===== config.mk =====
export PLATFORM = sky130hd
export DESIGN_NAME = game_ctrl
export DESIGN_NICKNAME = d
export VERILOG_FILES = /design/src/rtl/game_ctrl.sv
export SDC_FILE = /design/constraint.sdc
export NUM_CORES = 1
export LEC_CHECK = 0
export BUFFER_PORTS_ARGS = -buffer_cell sky130_fd_sc_hd__buf_2
export CELL_PAD_IN_SITES_DETAIL_PLACEMENT = 0
export CELL_PAD_IN_SITES_GLOBAL_PLACEMENT = 2
export CORE_UTILIZATION = 37
export DETAILED_ROUTE_END_ITERATION = 7
export PLACE_DENSITY_LB_ADDON = 0.1
export SETUP_SLACK_MARGIN = 0.15
export SLEW_MARGIN = 30
export SYNTH_ARGS = -nofsm -noshare
export SYNTH_HDL_FRONTEND = slang
export SYNTH_SLANG_ARGS = --single-unit

===== constraint.sdc =====
create_clock -name CLK -period 3.65 [get_ports CLK]
set_clock_uncertainty 0.1 [all_clocks]
set_input_delay 0.365 -clock CLK [delete_from_list [all_inputs] [get_ports CLK]]
set_output_delay 0.365 -clock CLK [all_outputs]
set_load 0.01 [all_outputs]

===== src/rtl/game_ctrl.sv =====
// Round sequencer for the two-player factorization game: starts rounds on the
// ready block's OK edge, judges 1P/2P factor answers against a timer, keeps score.
module game_ctrl #(
  parameter int CLK_HZ     = 50_000_000,
  parameter int ANS_SEC    = 9,
  parameter int RESULT_SEC = 2,
  parameter int WIN_SCORE  = 3
) (
  input  logic       CLK,
  input  logic       RST,
  input  logic       OK,
  input  logic [3:0] NUM,
  input  logic       ANS_VALID_1P,
  input  logic [3:0] ANS_1P,
  input  logic       ANS_VALID_2P,
  input  logic [3:0] ANS_2P,
  input  logic       RESTART,
  output logic [3:0] STATE,
  output logic [5:0] TARGET,
  output logic [2:0] SCORE_1P,
  output logic [2:0] SCORE_2P,
  output logic [3:0] TIME_LEFT
);

  localparam int TICK_W = (CLK_HZ > 1) ? $clog2(CLK_HZ) : 1;
  localparam int RES_W  = (RESULT_SEC > 1) ? $clog2(RESULT_SEC) : 1;
  localparam logic [2:0] WIN_PTS = 3'(WIN_SCORE);

  typedef enum logic [3:0] {
    S_IDLE     = 4'b0000,
    S_WAIT     = 4'b0001,
    S_QUESTION = 4'b0010,
    S_DRAW     = 4'b0110,
    S_GOOD     = 4'b1000,
    S_OUCH     = 4'b1001,
    S_WIN      = 4'b1010,
    S_LOSE     = 4'b1011
  } state_e;

  state_e              state_q, state_d;
  logic [5:0]          target_q, target_d;
  logic [3:0]          p_q, p_d, q_q, q_d;
  logic [2:0]          score1_q, score1_d, score2_q, score2_d;
  logic [3:0]          time_left_q, time_left_d;
  logic [TICK_W-1:0]   tick_cnt_q, tick_cnt_d;
  logic [RES_W-1:0]    res_cnt_q, res_cnt_d;
  logic                ok_prev_q, ok_prev_d;

  logic        tick, ok_rise, num_ok, corr_1p, corr_2p;
  logic [13:0] rom_w;

  // Packs {target, p, q} for a seed; invalid seeds return zero.
  function automatic logic [13:0] target_rom(input logic [3:0] n);
    case (n)
      4'd1:    target_rom = {6'd6,  4'd2, 4'd3};
      4'd2:    target_rom = {6'd9,  4'd3, 4'd3};
      4'd3:    target_rom = {6'd10, 4'd2, 4'd5};
      4'd4:    target_rom = {6'd14, 4'd2, 4'd7};
      4'd5:    target_rom = {6'd15, 4'd3, 4'd5};
      4'd6:    target_rom = {6'd21, 4'd3, 4'd7};
      4'd7:    target_rom = {6'd22, 4'd2, 4'd11};
      4'd8:    target_rom = {6'd25, 4'd5, 4'd5};
      4'd9:    target_rom = {6'd26, 4'd2, 4'd13};
      4'd10:   target_rom = {6'd35, 4'd5, 4'd7};
      default: target_rom = '0;
    endcase
  endfunction

  function automatic logic [2:0] sat_inc(input logic [2:0] s);
    sat_inc = (s >= WIN_PTS) ? WIN_PTS : s + 3'd1;
  endfunction

  assign rom_w   = target_rom(NUM);
  assign num_ok  = (NUM >= 4'd1) && (NUM <= 4'd10);
  assign ok_rise = OK && !ok_prev_q;
  assign tick    = (tick_cnt_q == TICK_W'(CLK_HZ - 1));
  assign corr_1p = (ANS_1P == p_q) || (ANS_1P == q_q);
  assign corr_2p = (ANS_2P == p_q) || (ANS_2P == q_q);

  always_comb begin
    state_d     = state_q;
    target_d    = target_q;
    p_d         = p_q;
    q_d         = q_q;
    score1_d    = score1_q;
    score2_d    = score2_q;
    time_left_d = time_left_q;
    res_cnt_d   = res_cnt_q;
    ok_prev_d   = OK;
    tick_cnt_d  = tick ? '0 : tick_cnt_q + 1'b1;

    case (state_q)
      S_IDLE: state_d = S_WAIT;
      S_WAIT: begin
        if (ok_rise && num_ok) begin
          state_d     = S_QUESTION;
          target_d    = rom_w[13:8];
          p_d         = rom_w[7:4];
          q_d         = rom_w[3:0];
          time_left_d = 4'(ANS_SEC);
        end
      end
      S_QUESTION: begin
        // Answers are checked before the timer so a strobe on the timeout tick wins.
        if (ANS_VALID_1P && ANS_VALID_2P) begin
          if (corr_1p && !corr_2p) begin
            state_d  = S_GOOD;
            score1_d = sat_inc(score1_q);
          end else if (corr_2p && !corr_1p) begin
            state_d  = S_OUCH;
            score2_d = sat_inc(score2_q);
          end else begin
            state_d = S_DRAW;
          end
        end else if (ANS_VALID_1P) begin
          if (corr_1p) begin
            state_d  = S_GOOD;
            score1_d = sat_inc(score1_q);
          end else begin
            state_d  = S_OUCH;
            score2_d = sat_inc(score2_q);
          end
        end else if (ANS_VALID_2P) begin
          if (corr_2p) begin
            state_d  = S_OUCH;
            score2_d = sat_inc(score2_q);
          end else begin
            state_d  = S_GOOD;
            score1_d = sat_inc(score1_q);
          end
        end else if (tick) begin
          if (time_left_q <= 4'd1) begin
            time_left_d = 4'd0;
            state_d     = S_DRAW;
          end else begin
            time_left_d = time_left_q - 4'd1;
          end
        end
      end
      S_DRAW, S_GOOD, S_OUCH: begin
        if (tick) begin
          if (res_cnt_q == RES_W'(RESULT_SEC - 1)) begin
            target_d = '0;
            if (score1_q == WIN_PTS)      state_d = S_WIN;
            else if (score2_q == WIN_PTS) state_d = S_LOSE;
            else                          state_d = S_WAIT;
          end else begin
            res_cnt_d = res_cnt_q + 1'b1;
          end
        end
      end
      S_WIN, S_LOSE: begin
        if (RESTART) begin
          state_d  = S_WAIT;
          score1_d = '0;
          score2_d = '0;
          target_d = '0;
        end
      end
      default: begin
        state_d  = S_IDLE;
        target_d = '0;
      end
    endcase

    // Every state starts with a fresh second and a fresh hold count.
    if (state_d != state_q) begin
      tick_cnt_d = '0;
      res_cnt_d  = '0;
    end
  end

  always_ff @(posedge CLK or negedge RST) begin
    if (!RST) begin
      state_q     <= S_IDLE;
      target_q    <= '0;
      p_q         <= '0;
      q_q         <= '0;
      score1_q    <= '0;
      score2_q    <= '0;
      time_left_q <= '0;
      tick_cnt_q  <= '0;
      res_cnt_q   <= '0;
      ok_prev_q   <= 1'b0;
    end else begin
      state_q     <= state_d;
      target_q    <= target_d;
      p_q         <= p_d;
      q_q         <= q_d;
      score1_q    <= score1_d;
      score2_q    <= score2_d;
      time_left_q <= time_left_d;
      tick_cnt_q  <= tick_cnt_d;
      res_cnt_q   <= res_cnt_d;
      ok_prev_q   <= ok_prev_d;
    end
  end

  assign STATE     = state_q;
  assign TARGET    = target_q;
  assign SCORE_1P  = score1_q;
  assign SCORE_2P  = score2_q;
  assign TIME_LEFT = time_left_q;

endmodule


==> impl_metrics.yaml, run 1 <==
die:
  die_x_um: 99.6
  core_mm2: 0.00924
  start_util_pct: 38.1
  ios: 38
  die_y_um: 99.6
  die-area_mm2: 0.00991
  rows: 35
route:
  wl_um: 7880
  vias: 2830
  vias_per_cell: 5.14
  ant_nets: 0
  dr.pass1.iters: 4
  drt-initial-drc-count: 73
  wl_met3_um: 283
  dr_wl_met2_um: 3450
  wl_per_cell_um: 14.3
  highest_layer: "met4"
  wl_met1_um: 4060
  drc: 0
yosys:
  yosysUniqueCellTypes: 62
  seq_area_frac_synth_pct: 39.1
  synth_top_area_share_pct: 39.1
  yosysWarnings: 0
  syn_inst: 383
  synth-edff-count: 0
  synth_flop_cell: "dfrtp_1"
  syn_avg_cell_area_um2: 9.20
  ys_async_sr_fraction_pct: 100
  synth_nets: 419
  syn_area_mm2: 0.00352
  synth_seq_cells: 55
  synth.area.top_cells: "dfrtp_1 (39%), xor2_1 (7.5%), ha_1 (6.4%)"
  synth.largest_area_cell: "dfrtp_1"
clock_network:
  clk_latency_ns: 0.31
  post-cts-setup-buffers: 0
  cts.clk_slew.worst_paths_ns: 0.09
  cts_buffers: 5
  cts_buffer_depth: 2
  cts_hold_buf: 1
  clock-sinks: 55
  root_buffer: "clkbuf_8"
  tritoncts: "done"
  h-tree-depth: 2
  cts-resized-gates: 0
layout:
  nNetsFinal: 457
  synthToLayoutAreaGrowth_pct: 12.1
  drive_gt1_share_pct: 16.8
  antenna_cells: 0
  final_common_cell: "dfrtp_1"
  finalInstanceArea_mm2: 0.00395
  final_cell_mix: "dfrtp_1 (55), nor2_1 (43), buf_2 (37), xor2_1 (30)"
grt:
  grt_use_total_pct: 16.6
  grt_pass1_wl_um: 13100
  grt_remaining_overflow: 0
  grt_max_degree: 30
  grt_pass1_vias: 2595
  grt_antenna_before_repair: 0
sta:
  setup_viol: 0
  fin_ws_ns: 0.534
  fmaxAchievable_mhz: 321
  tns_ns: 0
  grt_setup_unrepaired: "no"
  tightest_slew_ns: 0.688
  hold_viol: 0
  period_minus_slack_ns: 3.12
  relSlewSlack_pct: 53.8
  hold_slack_ns: 0.0860
  period_share_pct: 85.4
  finalMaxSlewViolations: 0
worst_setup_path:
  r2r_end: "tick_cnt_q[5]"
  cp.required_ns: 3.78
  critPathKind: "flip-flop to flip-flop"
  start_kind: "flip-flop"
  rrSetupSlack_ns: 0.53
  crit_path_max_fanout: 16
  endpoint_kind: "flip-flop"
  reg2reg_depth: 9
  crit_arrival_ns: 3.25
  crit-reg2reg-launch: "p_q[2]"
power_and_ir_drop:
  p_leak_uw: 0.00181
  p_total_uw: 1790
  power_density_mw_per_mm2: 452
  ir_drop_uv: 230
run_status:
  status: "finished clean"
place:
  io_buffers: 37
  pre_cts_ws_ns: 0.484
  place_congestion: 0.815
  dp_hpwl_um: 5970
  place_area_mm2: 0.00385
hold_path:
  holdPathEnd: "ok_prev_q"
  holdCritStartpoint: "OK"
  min_path_cells: 1
  hold_path.class: "input port to flip-flop"
run:
  maxCapViolations: 0
registers in the layout (all words and copies together) (netlist names), 3 cells and up:
signal,count
tick_cnt_q,26
TARGET,6
STATE,4
TIME_LEFT,4
q_q,4
SCORE_1P,3
SCORE_2P,3
p_q,3
per-layer routing:
layer | vias up | GRT usage, %
met5 | - | 0
met3 | 6 | 2.53
met1 | 1338 | 25.3
met2 | 53 | 24.5
met4 | 0 | 4.19
li1 | 1433 | -
worst max-delay path, stage by stage (launching register included):
cell and delay [ns]:
dfrtp_1 0.42, xor2_1 0.17, or4_1 0.54, nand2_1 0.15, ha_1 0.24, and3_1 0.16, o21a_1 0.23, or3_1 0.36
a211o_2 0.49, nor2_1 0.17
power by group:
| group | switching, uW | leakage, uW | internal (uW) |
|---|---|---|---|
| Clock | 207 | 0.0000412 | 135 |
| Combinational | 349 | 0.00104 | 264 |
| Sequential | 114 | 0.000720 | 719 |
through the flow:
stage                     cells  util, %
after floorplan             383        -
after global placement      542     41.7
after detailed placement    542     41.7
after CTS                   551     42.7
after global routing        551     42.7
final                       551     42.7
worst max-delay path by stage:
stage / from / endpoint / slack (ns) / cells after the start
finish: p_q[2] / tick_cnt_q[5] / 0.53 / 9
global route: p_q[2] / tick_cnt_q[13] / 0.40 / 9
CTS: p_q[2] / tick_cnt_q[5] / 0.52 / 9
detailed placement: ANS_2P[2] / tick_cnt_q[25] / 0.48 / 10
global placement: ANS_2P[2] / tick_cnt_q[3] / 0.55 / 10
floorplan: p_q[2] / tick_cnt_q[22] / 0.78 / 10
synth_stat cells (5+ instances only):
cell type / instances
dfrtp_1: 55
xnor2_1: 9
ha_1: 18
nor2_1: 43
nand3_1: 13
and3_1: 10
nor2_2: 5
inv_1: 22
nand2_1: 22
clkbuf_1: 8
a31oi_1: 5
nor2_4: 6
and4_1: 5
nor3_1: 13
xor2_1: 30
a21oi_1: 12
nand2b_1: 6
nand4_1: 9
o21ai_0: 18
cell families after synthesis:
logic type	count (synthesis)	share of synthesized area, %
xor+xnor	39	9.70
simple gates	158	25.0
mux	7	2.20
buf+inv	36	4.16
fa+ha+maj	18	6.39
flops	55	39.1
compound gates	70	13.5
area by class of cell:
| class | count | area, um2 |
|---|---|---|
| clock buffer | 6 | 72.6 |
| clock inverter | 2 | 12.5 |
| fill | 962 | 5290 |
| inverter | 23 | 86.3 |
| multi-input combinational | 292 | 2000 |
| sequential | 55 | 1380 |
| tap | 129 | 161 |
| timing repair buffer | 44 | 240 |
No activity file was read; power rests on OpenSTA's default activity.
==> inputs of run 2 (changes only) <==
--- a/config.mk
+++ b/config.mk
@@ -9,6 +9,7 @@
 export CELL_PAD_IN_SITES_DETAIL_PLACEMENT = 0
 export CELL_PAD_IN_SITES_GLOBAL_PLACEMENT = 2
 export CORE_UTILIZATION = 37
+export CTS_BUF_LIST = sky130_fd_sc_hd__clkbuf_16
 export DETAILED_ROUTE_END_ITERATION = 7
 export PLACE_DENSITY_LB_ADDON = 0.1
 export SETUP_SLACK_MARGIN = 0.15
==> run 2 against run 1 <==
The flow now finishes with violations (negative hold slack). First-iteration DRC count up 12%. Sequential power hardly changed. Via count up 0.21%. Wire length is 0.11% higher. Largest cell class unchanged. Sequential share of layout area decreased by 0.40 points. Maximum frequency increased by 0.36%. Die area is the same. Combinational power is essentially flat. Critical endpoint is now tick_cnt_q[25].
==> impl_metrics.yaml, run 2 (synthesis gave the netlist of run 1 again) <==
place:
  io_buffers: 37
  dp_hpwl_um: 5970
  place_area_mm2: 0.00385
  place_congestion: 0.815
power_and_ir_drop:
  power.switching_fraction_pct: 35.8
  seq_power_share_pct: 43.4
  internal-power_uw: 1230
  power.switching_uw: 688
  p_leak_uw: 0.00183
  p_total_uw: 1920
  clkPwrFrac_pct: 24.8
  power_density_mw_per_mm2: 481
  comb_power_share_pct: 31.8
  ir_drop_uv: 238
layout:
  nNetsFinal: 456
  largest_reg_flops: 26
  synthToLayoutAreaGrowth_pct: 13.4
  seqCellArea_mm2: 0.00138
  utilization_pct: 43.2
  final_common_cell: "dfrtp_1"
  final_cell_mix: "dfrtp_1 (55), nor2_1 (43), buf_2 (37), xor2_1 (30), inv_1 (23)"
  multi_input_area_mm2: 0.00200
  drive_gt1_share_pct: 16.9
  top_register: "tick_cnt_q"
  antenna_cells: 0
  finalInstanceArea_mm2: 0.00400
  fillCellCount: 959
worst_setup_path:
  cp_slowest_stage_delay_ns: 0.54
  worst-path-buf-inv: 0
  critPathSlowestCell: "or4_1"
  cp.required_ns: 3.77
  crit_arrival_ns: 3.23
  critPathKind: "flip-flop to flip-flop"
  crit_path_max_fanout: 16
  endpoint_kind: "flip-flop"
  cp_cell_sequence: "xor2_1 -> or4_1 -> nand2_1 -> ha_1 -> and3_1 -> o21a_1 -> or3_1 -> a211o_2 -> nor2_1"
  crit_family: "simple AND/OR/NAND/NOR gates"
  start_kind: "flip-flop"
sta:
  finalMaxSlewViolations: 0
  period_minus_slack_ns: 3.11
  tns_ns: 0
  grt_setup_unrepaired: "no"
  hold_viol: 14
  period_share_pct: 85.1
  tightest_slew_ns: 0.689
  relSlewSlack_pct: 53.8
  hold_slack_ns: -0.0132
  fmaxAchievable_mhz: 322
  setup_viol: 0
die:
  start_util_pct: 38.1
  die_y_um: 99.6
  ios: 38
  die_x_um: 99.6
  rows: 35
  die-area_mm2: 0.00991
  core_mm2: 0.00924
route:
  dr.pass1.iters: 4
  wl_per_cell_um: 14.3
  dr_wl_met2_um: 3360
  vias_per_cell: 5.16
  wl_um: 7890
  highest_layer: "met4"
  vias: 2836
  drt-initial-drc-count: 82
  wl_met1_um: 4160
  wl_met3_um: 239
  drc: 0
  ant_nets: 0
grt:
  grt_pass1_wl_um: 13200
  grt_use_total_pct: 16.8
  grt_pass1_vias: 2618
  grt_remaining_overflow: 0
  grt_max_degree: 30
  grt_antenna_before_repair: 0
clock_network:
  h-tree-depth: 2
  cts-resized-gates: 0
  cts_buffer_depth: 2
  cts.clk_slew.worst_paths_ns: 0.07
  tritoncts: "done"
  cts_hold_buf: 0
  clock-sinks: 55
  clk_latency_ns: 0.29
  cts_buffers: 5
  root_buffer: "clkbuf_16"
  post-cts-setup-buffers: 0
run_status:
  status: "finished, violations left"
  violations: "negative hold slack"
hold_path:
  hold_path.class: "input port to async pin"
run:
  maxCapViolations: 0
==> run 2: cell types whose count changed in the layout (fill, tap and decap cells not counted) <==
cell,before,now
clkbuf_1,1,0
dlygate4sd3_1,1,0
clkbuf_8,5,0
inv_1,22,23
clkbuf_16,0,5
==> run 2: path summary, 6_finish.rpt <==
path	start	to	slack (ns)	cells after the start
worst min-delay path	RST	TIME_LEFT[3]	-0.01	1
max in group asynchronous	RST	TARGET[1]	2.64	2
worst max register to register	p_q[2]	tick_cnt_q[25]	0.54	9
worst min register to register	TARGET[0]	TARGET[0]	0.39	1
worst max-delay path	p_q[2]	tick_cnt_q[25]	0.54	9
min in group CLK	OK	ok_prev_q	0.10	1
==> run 2: power by group through the flow <==
stage | clock network (uW) | logic [uW] | registers (uW)
3_3_place_gp | 0 | 614 | 843
3_5_place_dp | 0 | 620 | 846
6_report | 477 | 611 | 834
2_1_floorplan | 0 | 411 | 852
5_1_grt | 517 | 701 | 854
4_1_cts | 491 | 624 | 835
==> run 2: metal layers <==
metal / global-route usage, % / vias up
met4: 5.20 / 0
met3: 2.53 / 11
li1: - / 1429
met2: 24.6 / 52
met1: 25.4 / 1344
met5: 0 / -
==> run 2: layout make-up <==
cell class                 count  area share [%]
clock buffer                   5            3.13
clock inverter                 3           0.407
inverter                      23            2.16
multi-input combinational    292            50.0
sequential                    55            34.5
tap                          129            4.04
timing repair buffer          43            5.76
==> run 2: metrics by stage <==
step / setup WS [ns] / std cells / hold slack, ns
final: 0.545 / 550 / -0.0132
after global routing: 0.403 / 550 / 0.0507
after CTS: 0.526 / 550 / 0.0195
after detailed placement: 0.484 / 542 / 0.337
after global placement: 0.550 / 542 / 0.336
after floorplan: 0.778 / 383 / -0.0306
==> run 2: worst reg2reg max path, delay by kind of cell (launching register included) <==
| family | cells | cell delay [ns] |
|---|---|---|
| AOI/OAI and AO/OA | 2 | 0.72 |
| DFF | 1 | 0.41 |
| and+or+nand+nor | 5 | 1.40 |
| xor gates and xnor gates | 1 | 0.17 |
| adders and majority gates | 1 | 0.24 |
==> inputs of run 3 (changes only) <==
--- a/config.mk
+++ b/config.mk
@@ -5,12 +5,13 @@
 export SDC_FILE = /design/constraint.sdc
 export NUM_CORES = 1
 export LEC_CHECK = 0
-export BUFFER_PORTS_ARGS = -buffer_cell sky130_fd_sc_hd__buf_2
 export CELL_PAD_IN_SITES_DETAIL_PLACEMENT = 0
 export CELL_PAD_IN_SITES_GLOBAL_PLACEMENT = 2
-export CORE_UTILIZATION = 37
+export CORE_UTILIZATION = 40
 export CTS_BUF_LIST = sky130_fd_sc_hd__clkbuf_16
 export DETAILED_ROUTE_END_ITERATION = 7
+export DONT_BUFFER_PORTS = 1
+export HOLD_SLACK_MARGIN = 0.12
 export PLACE_DENSITY_LB_ADDON = 0.1
 export SETUP_SLACK_MARGIN = 0.15
 export SLEW_MARGIN = 30
==> run 3 against run 2 <==
The flow now finishes without violations. Wire length is 1.0% lower. Worst hold slack better by 0.16 ns. Combinational power is 18% lower. Non-clock buffer count is 34 lower. Largest cell class unchanged. Via count is 4.1% lower. Highest routed layer unchanged.
==> impl_metrics.yaml, run 3 (synthesis gave the netlist of run 1 again) <==
sta:
  relSlewSlack_pct: 54.2
  period_share_pct: 84.8
  grt_setup_unrepaired: "no"
  finalMaxSlewViolations: 0
  fmaxAchievable_mhz: 323
  tightest_slew_ns: 0.683
  tns_ns: 0
  fin_ws_ns: 0.555
  hold_viol: 0
  period_minus_slack_ns: 3.09
  setup_viol: 0
run_status:
  status: "finished clean"
worst_setup_path:
  rrSetupSlack_ns: 0.56
  crit_arrival_ns: 3.22
  start_kind: "flip-flop"
  endpoint_kind: "flip-flop"
  crit_path_max_fanout: 16
  cp.required_ns: 3.77
  critPathKind: "flip-flop to flip-flop"
clock_network:
  cts_buffer_depth: 2
  cts.clk_slew.worst_paths_ns: 0.07
  cts_buffers: 5
  clk_latency_ns: 0.29
  post-cts-setup-buffers: 0
  h-tree-depth: 2
  root_buffer: "clkbuf_16"
  clock-sinks: 55
  tritoncts: "done"
power_and_ir_drop:
  power_density_mw_per_mm2: 500
  p_total_uw: 1930
  ir_drop_uv: 254
  p_leak_uw: 0.00170
die:
  die_y_um: 95.8
  die_x_um: 95.8
  rows: 33
  die-area_mm2: 0.00918
  ios: 38
  start_util_pct: 42.0
  core_mm2: 0.00838
grt:
  grt_pass1_wl_um: 12900
  grt_antenna_before_repair: 0
  grt_max_degree: 56
  grt_pass1_vias: 2695
  grt_remaining_overflow: 0
  grt_use_total_pct: 18.3
place:
  pre_cts_ws_ns: 0.563
  io_buffers: 0
  place_congestion: 0.847
  dp_hpwl_um: 5710
route:
  vias: 2719
  wl_per_cell_um: 15.9
  dr.pass1.iters: 4
  drt-initial-drc-count: 155
  vias_per_cell: 5.53
  wl_met3_um: 291
  drc: 0
  highest_layer: "met4"
  dr_wl_met2_um: 3550
  ant_nets: 0
  wl_met1_um: 3870
  wl_um: 7810
layout:
  seqCellArea_mm2: 0.00138
  final_common_cell: "dfrtp_1"
  synthToLayoutAreaGrowth_pct: 9.59
  antenna_cells: 0
  utilization_pct: 46.1
  top_register: "tick_cnt_q"
  fillCellCount: 830
  largest_reg_flops: 26
  drive_gt1_share_pct: 9.04
  multi_input_area_mm2: 0.00200
  nNetsFinal: 422
  final_cell_mix: "dfrtp_1 (55), nor2_1 (43), xor2_1 (30), inv_1 (22), nand2_1 (22)"
run:
  maxCapViolations: 0
hold_path:
  hold_path.class: "input port to flip-flop"
==> run 3: final timing paths <==
kind | end | depth (start not counted) | from
max reg2reg | tick_cnt_q[3] | 9 | p_q[2]
min in group asynchronous | TIME_LEFT[3] | 2 | RST
max | tick_cnt_q[3] | 9 | p_q[2]
max in group asynchronous | SCORE_1P[1] | 2 | RST
min reg2reg | tick_cnt_q[0] | 1 | tick_cnt_q[0]
min | q_q[3] | 2 | NUM[2]
==> run 3: critical path, cell delays in order, from the launching register on <==
cell and delay (ns):
dfrtp_1 0.41, xor2_1 0.16, or4_1 0.54, nand2_1 0.15, ha_1 0.24, and3_1 0.16
o21a_1 0.22, or3_1 0.35, a211o_2 0.50, nor2_1 0.18
==> run 3: metal layers <==
metal,up-vias,track usage [%]
li1,1356,-
met4,0,5.97
met2,41,29.5
met1,1314,24.7
met5,-,0
met3,8,3.24
==> run 3: repair_timing <==
item,4_1_cts,5_1_grt
gates resized for setup,0,0
endpoints found under the hold margin,57,0
endpoints found under the setup margin,0,0
hold buffers,4,0
==> run 3: power by group <==
part           switching [uW]  total (uW)  internal [uW]
Combinational             283         502            219
Clock                     230         557            327
Sequential                154         873            719
Total                     667        1930           1260
==> run 3: area by class of cell <==
| cell class | count | area share (%) |
|---|---|---|
| multi-input cells | 292 | 51.8 |
| flip-flops and latches | 55 | 35.7 |
| well taps | 105 | 3.40 |
| clock buffers | 5 | 3.24 |
| repair buffers | 9 | 2.46 |
| inverters | 23 | 2.24 |
| clock inverters | 3 | 1.20 |
==> run 3: metrics by stage <==
stage               hold WS, ns  cells  cell area (um2)
finish                    0.149    492             3860
global route              0.154    492             3860
CTS                       0.145    492             3860
detailed placement      -0.0289    480             3630
global placement        -0.0294    480             3630
floorplan               -0.0306    383             3520
